$ cat src/rtl/rocketcpu_pkg.sv
// Shared types and defaults for the RocketCPU audio parameter bus arbiter.
package rocketcpu_pkg;

   typedef enum logic [1:0] {
      ST_IDLE = 2'd0,
      ST_BUS0 = 2'd1,
      ST_BUS1 = 2'd2,
      ST_DONE = 2'd3
   } state_t;

   localparam int          TIMEOUT_CYCLES_DEF = 255;
   localparam logic [31:0] ERR_DATA_DEF       = 32'hDEAD_BEEF;

endpackage

$ cat src/rtl/rocketcpu_rr_pick.sv
// Two-way round-robin selector: a lone request wins, a tie goes to i_prio.
module rocketcpu_rr_pick (
   input  logic [1:0] i_req,
   input  logic       i_prio,
   output logic       o_vld,
   output logic       o_gnt
);

   assign o_vld = |i_req;
   assign o_gnt = (i_req == 2'b11) ? i_prio : i_req[1];

endmodule

$ cat src/rtl/rocketcpu_audio_arbiter.sv
// Arbitrates CPU and preset loader onto the audio parameter register bank,
// with a slave wait timeout that completes the transfer with ERR_DATA.
module rocketcpu_audio_arbiter
   import rocketcpu_pkg::*;
#(
   parameter int          TIMEOUT_CYCLES = TIMEOUT_CYCLES_DEF,
   parameter logic [31:0] ERR_DATA       = ERR_DATA_DEF
) (
   input  logic        i_wb_clk,
   input  logic        i_rst_n,
   input  logic [31:0] i_m0_adr,
   input  logic [31:0] i_m0_dat,
   input  logic [3:0]  i_m0_sel,
   input  logic        i_m0_we,
   input  logic        i_m0_cyc,
   output logic [31:0] o_m0_rdt,
   output logic        o_m0_ack,
   input  logic [31:0] i_m1_adr,
   input  logic [31:0] i_m1_dat,
   input  logic [3:0]  i_m1_sel,
   input  logic        i_m1_we,
   input  logic        i_m1_cyc,
   output logic [31:0] o_m1_rdt,
   output logic        o_m1_ack,
   output logic [31:0] o_s_adr,
   output logic [31:0] o_s_dat,
   output logic [3:0]  o_s_sel,
   output logic        o_s_we,
   output logic        o_s_cyc,
   input  logic [31:0] i_s_rdt,
   input  logic        i_s_ack,
   output logic        o_timeout
);

   localparam int CW = (TIMEOUT_CYCLES > 1) ? $clog2(TIMEOUT_CYCLES + 1) : 1;

   state_t          r_state;
   logic            r_prio;
   logic [CW-1:0]   r_wait;
   logic            w_bus, w_g, w_cyc_g, w_expired, w_to, w_ack;
   logic            w_pick_vld, w_pick;
   logic [31:0]     w_rdt;

   rocketcpu_rr_pick u_pick (
      .i_req  ({i_m1_cyc, i_m0_cyc}),
      .i_prio (r_prio),
      .o_vld  (w_pick_vld),
      .o_gnt  (w_pick)
   );

   assign w_bus     = (r_state == ST_BUS0) || (r_state == ST_BUS1);
   assign w_g       = (r_state == ST_BUS1);
   assign w_cyc_g   = w_g ? i_m1_cyc : i_m0_cyc;
   assign w_expired = (r_wait == CW'(TIMEOUT_CYCLES));
   // A slave ack on the expiry cycle wins; the timeout only fires without one.
   assign w_to      = w_bus && w_cyc_g && !i_s_ack && w_expired;
   assign w_ack     = w_bus && w_cyc_g && (i_s_ack || w_expired);
   assign w_rdt     = i_s_ack ? i_s_rdt : ERR_DATA;

   assign o_m0_ack  = w_ack && !w_g;
   assign o_m1_ack  = w_ack && w_g;
   assign o_m0_rdt  = o_m0_ack ? w_rdt : 32'h0;
   assign o_m1_rdt  = o_m1_ack ? w_rdt : 32'h0;
   assign o_timeout = w_to;

   assign o_s_cyc = w_bus;
   assign o_s_we  = w_bus && (w_g ? i_m1_we : i_m0_we);
   assign o_s_adr = !w_bus ? 32'h0 : (w_g ? i_m1_adr : i_m0_adr);
   assign o_s_dat = !w_bus ? 32'h0 : (w_g ? i_m1_dat : i_m0_dat);
   assign o_s_sel = !w_bus ? 4'h0  : (w_g ? i_m1_sel : i_m0_sel);

   always_ff @(posedge i_wb_clk or negedge i_rst_n) begin
      if (!i_rst_n) begin
         r_state <= ST_IDLE;
         r_prio  <= 1'b0;
         r_wait  <= '0;
      end else begin
         unique case (r_state)
            ST_IDLE: begin
               if (w_pick_vld) begin
                  r_state <= w_pick ? ST_BUS1 : ST_BUS0;
                  r_prio  <= ~w_pick;
                  r_wait  <= '0;
               end
            end
            ST_BUS0, ST_BUS1: begin
               // Dropped cyc abandons the transfer without an ack.
               if (!w_cyc_g || w_ack) r_state <= ST_DONE;
               else                   r_wait  <= r_wait + CW'(1);
            end
            ST_DONE: r_state <= ST_IDLE;
            default: r_state <= ST_IDLE;
         endcase
      end
   end

endmodule

$ cat config.mk
export PLATFORM = sky130hd
export DESIGN_NAME = rocketcpu_audio_arbiter
export DESIGN_NICKNAME = d
export VERILOG_FILES = /design/src/rtl/rocketcpu_pkg.sv /design/src/rtl/rocketcpu_rr_pick.sv /design/src/rtl/rocketcpu_audio_arbiter.sv
export SDC_FILE = /design/constraint.sdc
export NUM_CORES = 1
export LEC_CHECK = 0
export ABC_AREA = 1
export CORE_AREA = 2 2 120 122
export DETAILED_ROUTE_END_ITERATION = 6
export DIE_AREA = 0 0 122 124
export GPL_TIMING_DRIVEN = 0
export HOLD_SLACK_MARGIN = 0.1
export MAX_ROUTING_LAYER = met4
export PLACE_DENSITY = 0.65
export SETUP_SLACK_MARGIN = 0.02
export SLEW_MARGIN = 10
export SYNTH_ARGS = -nofsm -noshare
export SYNTH_HDL_FRONTEND = slang
export SYNTH_SLANG_ARGS = --single-unit
$ cat constraint.sdc
create_clock -name i_wb_clk -period 3.6 [get_ports i_wb_clk]
set_clock_uncertainty 0.05 [all_clocks]
set_input_delay 0.72 -clock i_wb_clk [delete_from_list [all_inputs] [get_ports i_wb_clk]]
set_output_delay 0.72 -clock i_wb_clk [all_outputs]
set_load 0.02 [all_outputs]
# Word level (Yosys, flattened, before mapping)
# Index checks and enable logic that the tools add are counted.
[op_classes]
n_addsub = 1
n_eq_ne = 8
mux = 19
bitwise_logic = 1
reduce_logical = 20
[op_table]
columns = ["cell", "n"]
rows = [
  ["2-to-1 mux 32 bit", 7],
  ["2-to-1 mux 8 bit", 2],
  ["case mux 8 bit (2 select lines)", 1],
  ["adder 8 x 1 -> 8 bit (second input constant)", 1],
  ["equality test 8 bit (second input constant)", 1],
  ["2-to-1 mux 4 bit", 2],
  ["logical AND 1 bit", 7],
  ["equality test 2 bit (second input constant)", 3],
  ["2-to-1 mux 2 bit", 3],
  ["case mux 2 bit (3 select lines)", 1],
  ["inequality test 2 bit (second input constant)", 2],
  ["AND reduction 2 bit", 2],
  ["OR reduction 2 bit", 2],
  ["logical NOT 1 bit", 3],
  ["logical OR 1 bit", 3],
  ["2-to-1 mux 1 bit", 3],
  ["AND reduction 3 bit", 1],
  ["equality test 2 x 1 -> 1 bit (second input constant)", 1],
  ["logical NOT 2 bit", 1],
  ["inequality test 2 x 1 -> 1 bit (second input constant)", 1],
  ["nonzero test 2 bit", 1],
  ["inverter 1 bit", 1],
]
[word_totals]
register_bits = 11
inputBits = 175
output_inout_bits = 137
wordCells = 52

# Depth between registers and ports, before layout
[depth]
depth_word = 7
ltp_mapped = 11
mapped_depth_nobuf = 10

# By module
# Synthesis repeated with hierarchy kept, for this count alone.
[hier_totals]
cells_unflattened = 456
hier_area_um2 = 2481.1
[modules_own_cells]
columns = ["mod", "instances", "cells_per_inst", "area_per_inst_um2", "seq_area_each_um2"]
rows = [
  ["rocketcpu_audio_arbiter", 1, 451, 2458.6, 275.3],
  ["rocketcpu_rr_pick", 1, 5, 22.5, 0.0],
]

# Least setup slack after synthesis
# Ideal clock, no wire load.
[synth_timing]
kind = "reg2out"
start = "register r_state[1]"
end = "output port o_m0_rdt[0]"
arrival_time_ns = 1.952
required_time_ns = 2.830
slack_ns = 0.878
path_stages_with_launch = 10
n_path_buf = 1
path_cell_list = "dfrtp_1 -> inv_1 -> ha_1 -> inv_2 -> nor2_1 -> nand2_1 -> a21oi_2 -> nand2_2 -> buf_6 -> a21oi_1"
[synth_between]
elab_chain_cells = 6
elab_cells_between_ends = 9
classes_between = "eq/ne: 2; mux: 2; reduce/logical: 5"
[synth_rtl]
columns = ["item", "line", "text"]
rows = [
  ["start: declaration", "rocketcpu_audio_arbiter.sv:37", "state_t r_state;"],
  ["start signal: assignment", "rocketcpu_audio_arbiter.sv:81", "r_state <= w_pick ? ST_BUS1 : ST_BUS0;"],
  ["equality test 2 x 1 -> 1 bit / equality test 2 bit (equally long branches)", "rocketcpu_audio_arbiter.sv:51", "assign w_bus = (r_state == ST_BUS0) || (r_state == ST_BUS1);"],
  ["logical OR 1 bit (*)", "rocketcpu_audio_arbiter.sv:51", ""],
  ["named net o_s_cyc", "rocketcpu_audio_arbiter.sv:29", "output logic o_s_cyc,"],
  ["logical AND 1 bit (*) (2 in series)", "rocketcpu_audio_arbiter.sv:57", "assign w_ack = w_bus && w_cyc_g && (i_s_ack || w_expired);"],
  ["logical AND 1 bit (*)", "rocketcpu_audio_arbiter.sv:60", "assign o_m0_ack = w_ack && !w_g;"],
  ["2-to-1 mux 32 bit (*)", "rocketcpu_audio_arbiter.sv:62", "assign o_m0_rdt = o_m0_ack ? w_rdt : 32'h0;"],
  ["end: declaration", "rocketcpu_audio_arbiter.sv:16", "output logic [31:0] o_m0_rdt,"],
]
# Mark *: on every way through the listed nets, which the timed path passes. The rest lies on a longest branch.

# Worst setup path after layout
[layout_timing]
start = "input port i_m1_cyc"
end = "output port o_m1_rdt[8]"
[layout_between]
elab_chain_cells = 5
[layout_rtl]
columns = ["item", "line", "text"]
rows = [
  ["start: declaration", "rocketcpu_audio_arbiter.sv:22", "input logic i_m1_cyc,"],
  ["2-to-1 mux 1 bit", "rocketcpu_audio_arbiter.sv:53", "assign w_cyc_g = w_g ? i_m1_cyc : i_m0_cyc;"],
  ["logical AND 1 bit (2 in series)", "rocketcpu_audio_arbiter.sv:57", ""],
  ["logical AND 1 bit", "rocketcpu_audio_arbiter.sv:61", "assign o_m1_ack = w_ack && w_g;"],
  ["2-to-1 mux 32 bit", "rocketcpu_audio_arbiter.sv:63", "assign o_m1_rdt = o_m1_ack ? w_rdt : 32'h0;"],
  ["end: declaration", "rocketcpu_audio_arbiter.sv:23", "output logic [31:0] o_m1_rdt,"],
]
# No other way between the ends.

==> results.sh <==
export IMPL_grt_overflow_total=0
export IMPL_worstHoldPathType="flip-flop to flip-flop"
export IMPL_p_switching_uw=2470
export IMPL_worst_ep_required_time_ps=2830
export IMPL_worst_setup_hold_path_clk_slew_ps=40
export IMPL_r2r_start="r_state[0]"
export IMPL_remaining_drc_errors=0
export IMPL_floorplan_die_area_um2=15100
export IMPL_cts_root_buffer_cell="sky130_fd_sc_hd__clkbuf_16"
export IMPL_swShare=0.549
export IMPL_number_of_setup_violations_in_the_final_report=0
export IMPL_viasPerCell=4.31
export IMPL_floorplan_rows=43
export IMPL_holdWs_ps=440
export IMPL_fmax_mhz=291
export IMPL_vias_after_detailed_routing=4075
export IMPL_min_delay_start="r_state[0]"
export IMPL_final_hold_viol_count=0
export IMPL_grt_first_pass_wirelength_um=20500
export IMPL_coreArea_um2=13700
export IMPL_timing_critical_path_fanout_max=6
export IMPL_die_width_um=122
export IMPL_yosys_most_used_dff="sky130_fd_sc_hd__dfrtp_1"
export IMPL_unrepaired_setup_endpoints_after_global_routing="false"
export IMPL_slew_headroom=0.593
export IMPL_r2r_worst_path_cells=11
export IMPL_maxcap_violations=0
export IMPL_grt_pass1_vias=3769
export IMPL_cell_area_after_layout_um2=5780
export IMPL_clock_power_share=0.046
export IMPL_final_critical_path_setup_slack_ps=168
export IMPL_numCtsBuffers=3
export IMPL_critPathCaptureType="output pin"
export IMPL_area_growth_synth_to_final_pct=153
export IMPL_number_of_antenna_violations_at_the_first_check_in_global_routing=0
export IMPL_fill_cells=1456
export IMPL_boundaryPins=312
export IMPL_share_of_cells_above_drive_strength_1=0.0458
export IMPL_n_antenna_cell=0
export IMPL_clockBufferDepth=2
export IMPL_cts_num_sinks=11
export IMPL_postSynthNetCount=631
export IMPL_arrival_ps=2660
export IMPL_cts_htree_levels=1
export IMPL_synth_seq_cells=11
export IMPL_maximum_number_of_pins_on_one_net_before_global_route_repair=12
export IMPL_post_synth_cell_types=22
export IMPL_most_common_layout_cells="sky130_fd_sc_hd__clkdlybuf4s50_1 (252), sky130_fd_sc_hd__nor2_1 (150), sky130_fd_sc_hd__o21ai_0 (73), sky130_fd_sc_hd__a21oi_1 (49), sky130_fd_sc_hd__inv_1 (45)"
export IMPL_place_gp_congestion=0.826
export IMPL_totalPowerFinal_uw=4490
export IMPL_drt_wl_total_um=14500
export IMPL_detail_route_first_pass_iterations=4
export IMPL_yosysSeqAreaShare=0.120
export IMPL_post_dp_hpwl_um=12100
export IMPL_die_height_um=124
export IMPL_placed_cell_area_um2=5610
export IMPL_drt_antenna_violating_nets=0
export IMPL_asyncSetResetFlopFracSynth=1.00
export IMPL_worstSetupPathType="primary input to output pin"
export IMPL_global_router_s_overall_resource_usage=0.179
export IMPL_hold_path_depth=2
export IMPL_layout_nets=945
export IMPL_power_leakage_uw=0.00320
export IMPL_worst_pin_slew_ps=610
export IMPL_ys_warnings_count=0
export IMPL_setup_tns_final_ps=0
export IMPL_synthesis_area_um2=2290
export IMPL_io_buffer_count=310
export IMPL_synth_enable_flop_cells=0
export IMPL_peakVddDrop_mv=0.431
export IMPL_combPwrFrac=0.914
export IMPL_power_report_internal_total_uw=2030
export IMPL_period_share=0.953
export IMPL_postSynthCellCount=452
export IMPL_drt_iter0_markers=144
export IMPL_routedWlPerCell_um=15.4
export IMPL_tritoncts_clock_tree="built"
export IMPL_run_status="completed"
export IMPL_clock_insertion_delay_worst_skew_ps=240
export IMPL_most_common_cell_after_layout_fill_and_taps_aside="sky130_fd_sc_hd__clkdlybuf4s50_1"
export IMPL_power_density_nw_per_um2=777
export IMPL_worst_setup_path_startpoint="i_m1_cyc"
export IMPL_sequentialPowerShare=0.040
export IMPL_worst_r2r_setup_slack_ps=1610
export IMPL_average_size_of_a_mapped_cell_um2=5.06
export IMPL_drv_slew=0
export IMPL_floorplan_initialDensity=0.167
export IMPL_setup_worst_path_start_class="primary input"
export IMPL_min_period_ps=3430
export IMPL_detailedPlace_worstSlack_ps=-95.0
what timing repair did:
action	4_1_cts	5_1_grt
hold buffers	0	0
buffers inserted	0	0
setup endpoints to repair	63	66
resized for setup	21	47
per-stage QoR:
step,utilization,instances
2_1_floorplan,-,452
3_3_place_gp,0.409,942
3_5_place_dp,0.409,942
4_1_cts,0.413,946
5_1_grt,0.421,945
6_report,0.421,945
synthesized netlist by cell type (2+ instances only):
| library cell | count | share of area |
|---|---|---|
| sky130_fd_sc_hd__nor3_2 | 10 | 0.044 |
| sky130_fd_sc_hd__ha_1 | 4 | 0.022 |
| sky130_fd_sc_hd__clkbuf_1 | 25 | 0.041 |
| sky130_fd_sc_hd__buf_6 | 6 | 0.030 |
| sky130_fd_sc_hd__nor2_1 | 150 | 0.25 |
| sky130_fd_sc_hd__inv_2 | 2 | 0.0033 |
| sky130_fd_sc_hd__or2_2 | 2 | 0.0055 |
| sky130_fd_sc_hd__nor3_1 | 7 | 0.015 |
| sky130_fd_sc_hd__nor3b_1 | 2 | 0.0066 |
| sky130_fd_sc_hd__a21oi_1 | 49 | 0.11 |
| sky130_fd_sc_hd__inv_1 | 45 | 0.074 |
| sky130_fd_sc_hd__nand2_1 | 43 | 0.071 |
| sky130_fd_sc_hd__nand3_1 | 12 | 0.026 |
| sky130_fd_sc_hd__dfrtp_1 | 11 | 0.12 |
| sky130_fd_sc_hd__buf_2 | 3 | 0.0066 |
| sky130_fd_sc_hd__o21ai_0 | 73 | 0.16 |
| sky130_fd_sc_hd__nand2_2 | 3 | 0.0082 |
metal layers:
layer  GRT usage  part of all wire
met5           -                 0
met4      0.0338             0.018
met3      0.0321             0.084
met2       0.323              0.51
met1       0.210              0.39
power by group through the flow:
stage,combinational [µW],sequential [µW],clock [µW]
after floorplan,2100,179,0
after global placement,4150,184,0
after detailed placement,4140,183,0
after CTS,4140,181,207
after global routing,4440,188,215
final,4110,182,206
critical path: stages:
cell	delay (ps)
sky130_fd_sc_hd__clkdlybuf4s50_1	510
sky130_fd_sc_hd__inv_1	90
sky130_fd_sc_hd__nand2_1	90
sky130_fd_sc_hd__nand2_1	90
sky130_fd_sc_hd__a21oi_2	180
sky130_fd_sc_hd__nand2_2	150
sky130_fd_sc_hd__nor3_1	190
sky130_fd_sc_hd__clkdlybuf4s50_1	660
kinds of logic (layout without fill, tap and decap cells):
group	after synthesis	in the layout	share of synthesized area
adders and majority gates	4	4	0.0219
buffers and inverters	83	396	0.158
and+or+nand+nor	230	230	0.425
xor gates and xnor gates	1	1	0.00383
AOI/OAI and AO/OA	123	123	0.271
DFF	11	11	0.120
final timing paths:
| path | endpoint |
|---|---|
| max in group asynchronous | r_wait[0] |
| hold / removal | r_state[0] |
| min in group asynchronous | r_wait[1] |
| setup reg to reg | r_wait[7] |
| hold reg to reg | r_state[0] |
| setup / recovery | o_m1_rdt[8] |
state kept, by name, summed over array words and instances (netlist names):
register and count:
r_wait 8, r_prio 1, r_state 2
final cells by class:
type                            count  area [µm²]  area share
Sequential cell                    11         275      0.0476
Buffer                             34         183      0.0316
Multi-Input combinational cell    358        1660       0.288
Tap cell                          180         225      0.0390
Inverter                           48         184      0.0318
Clock buffer                        4        78.8      0.0136
Timing Repair Buffer              310        3170       0.549
Note: power is estimated with default switching activity, not from simulation.
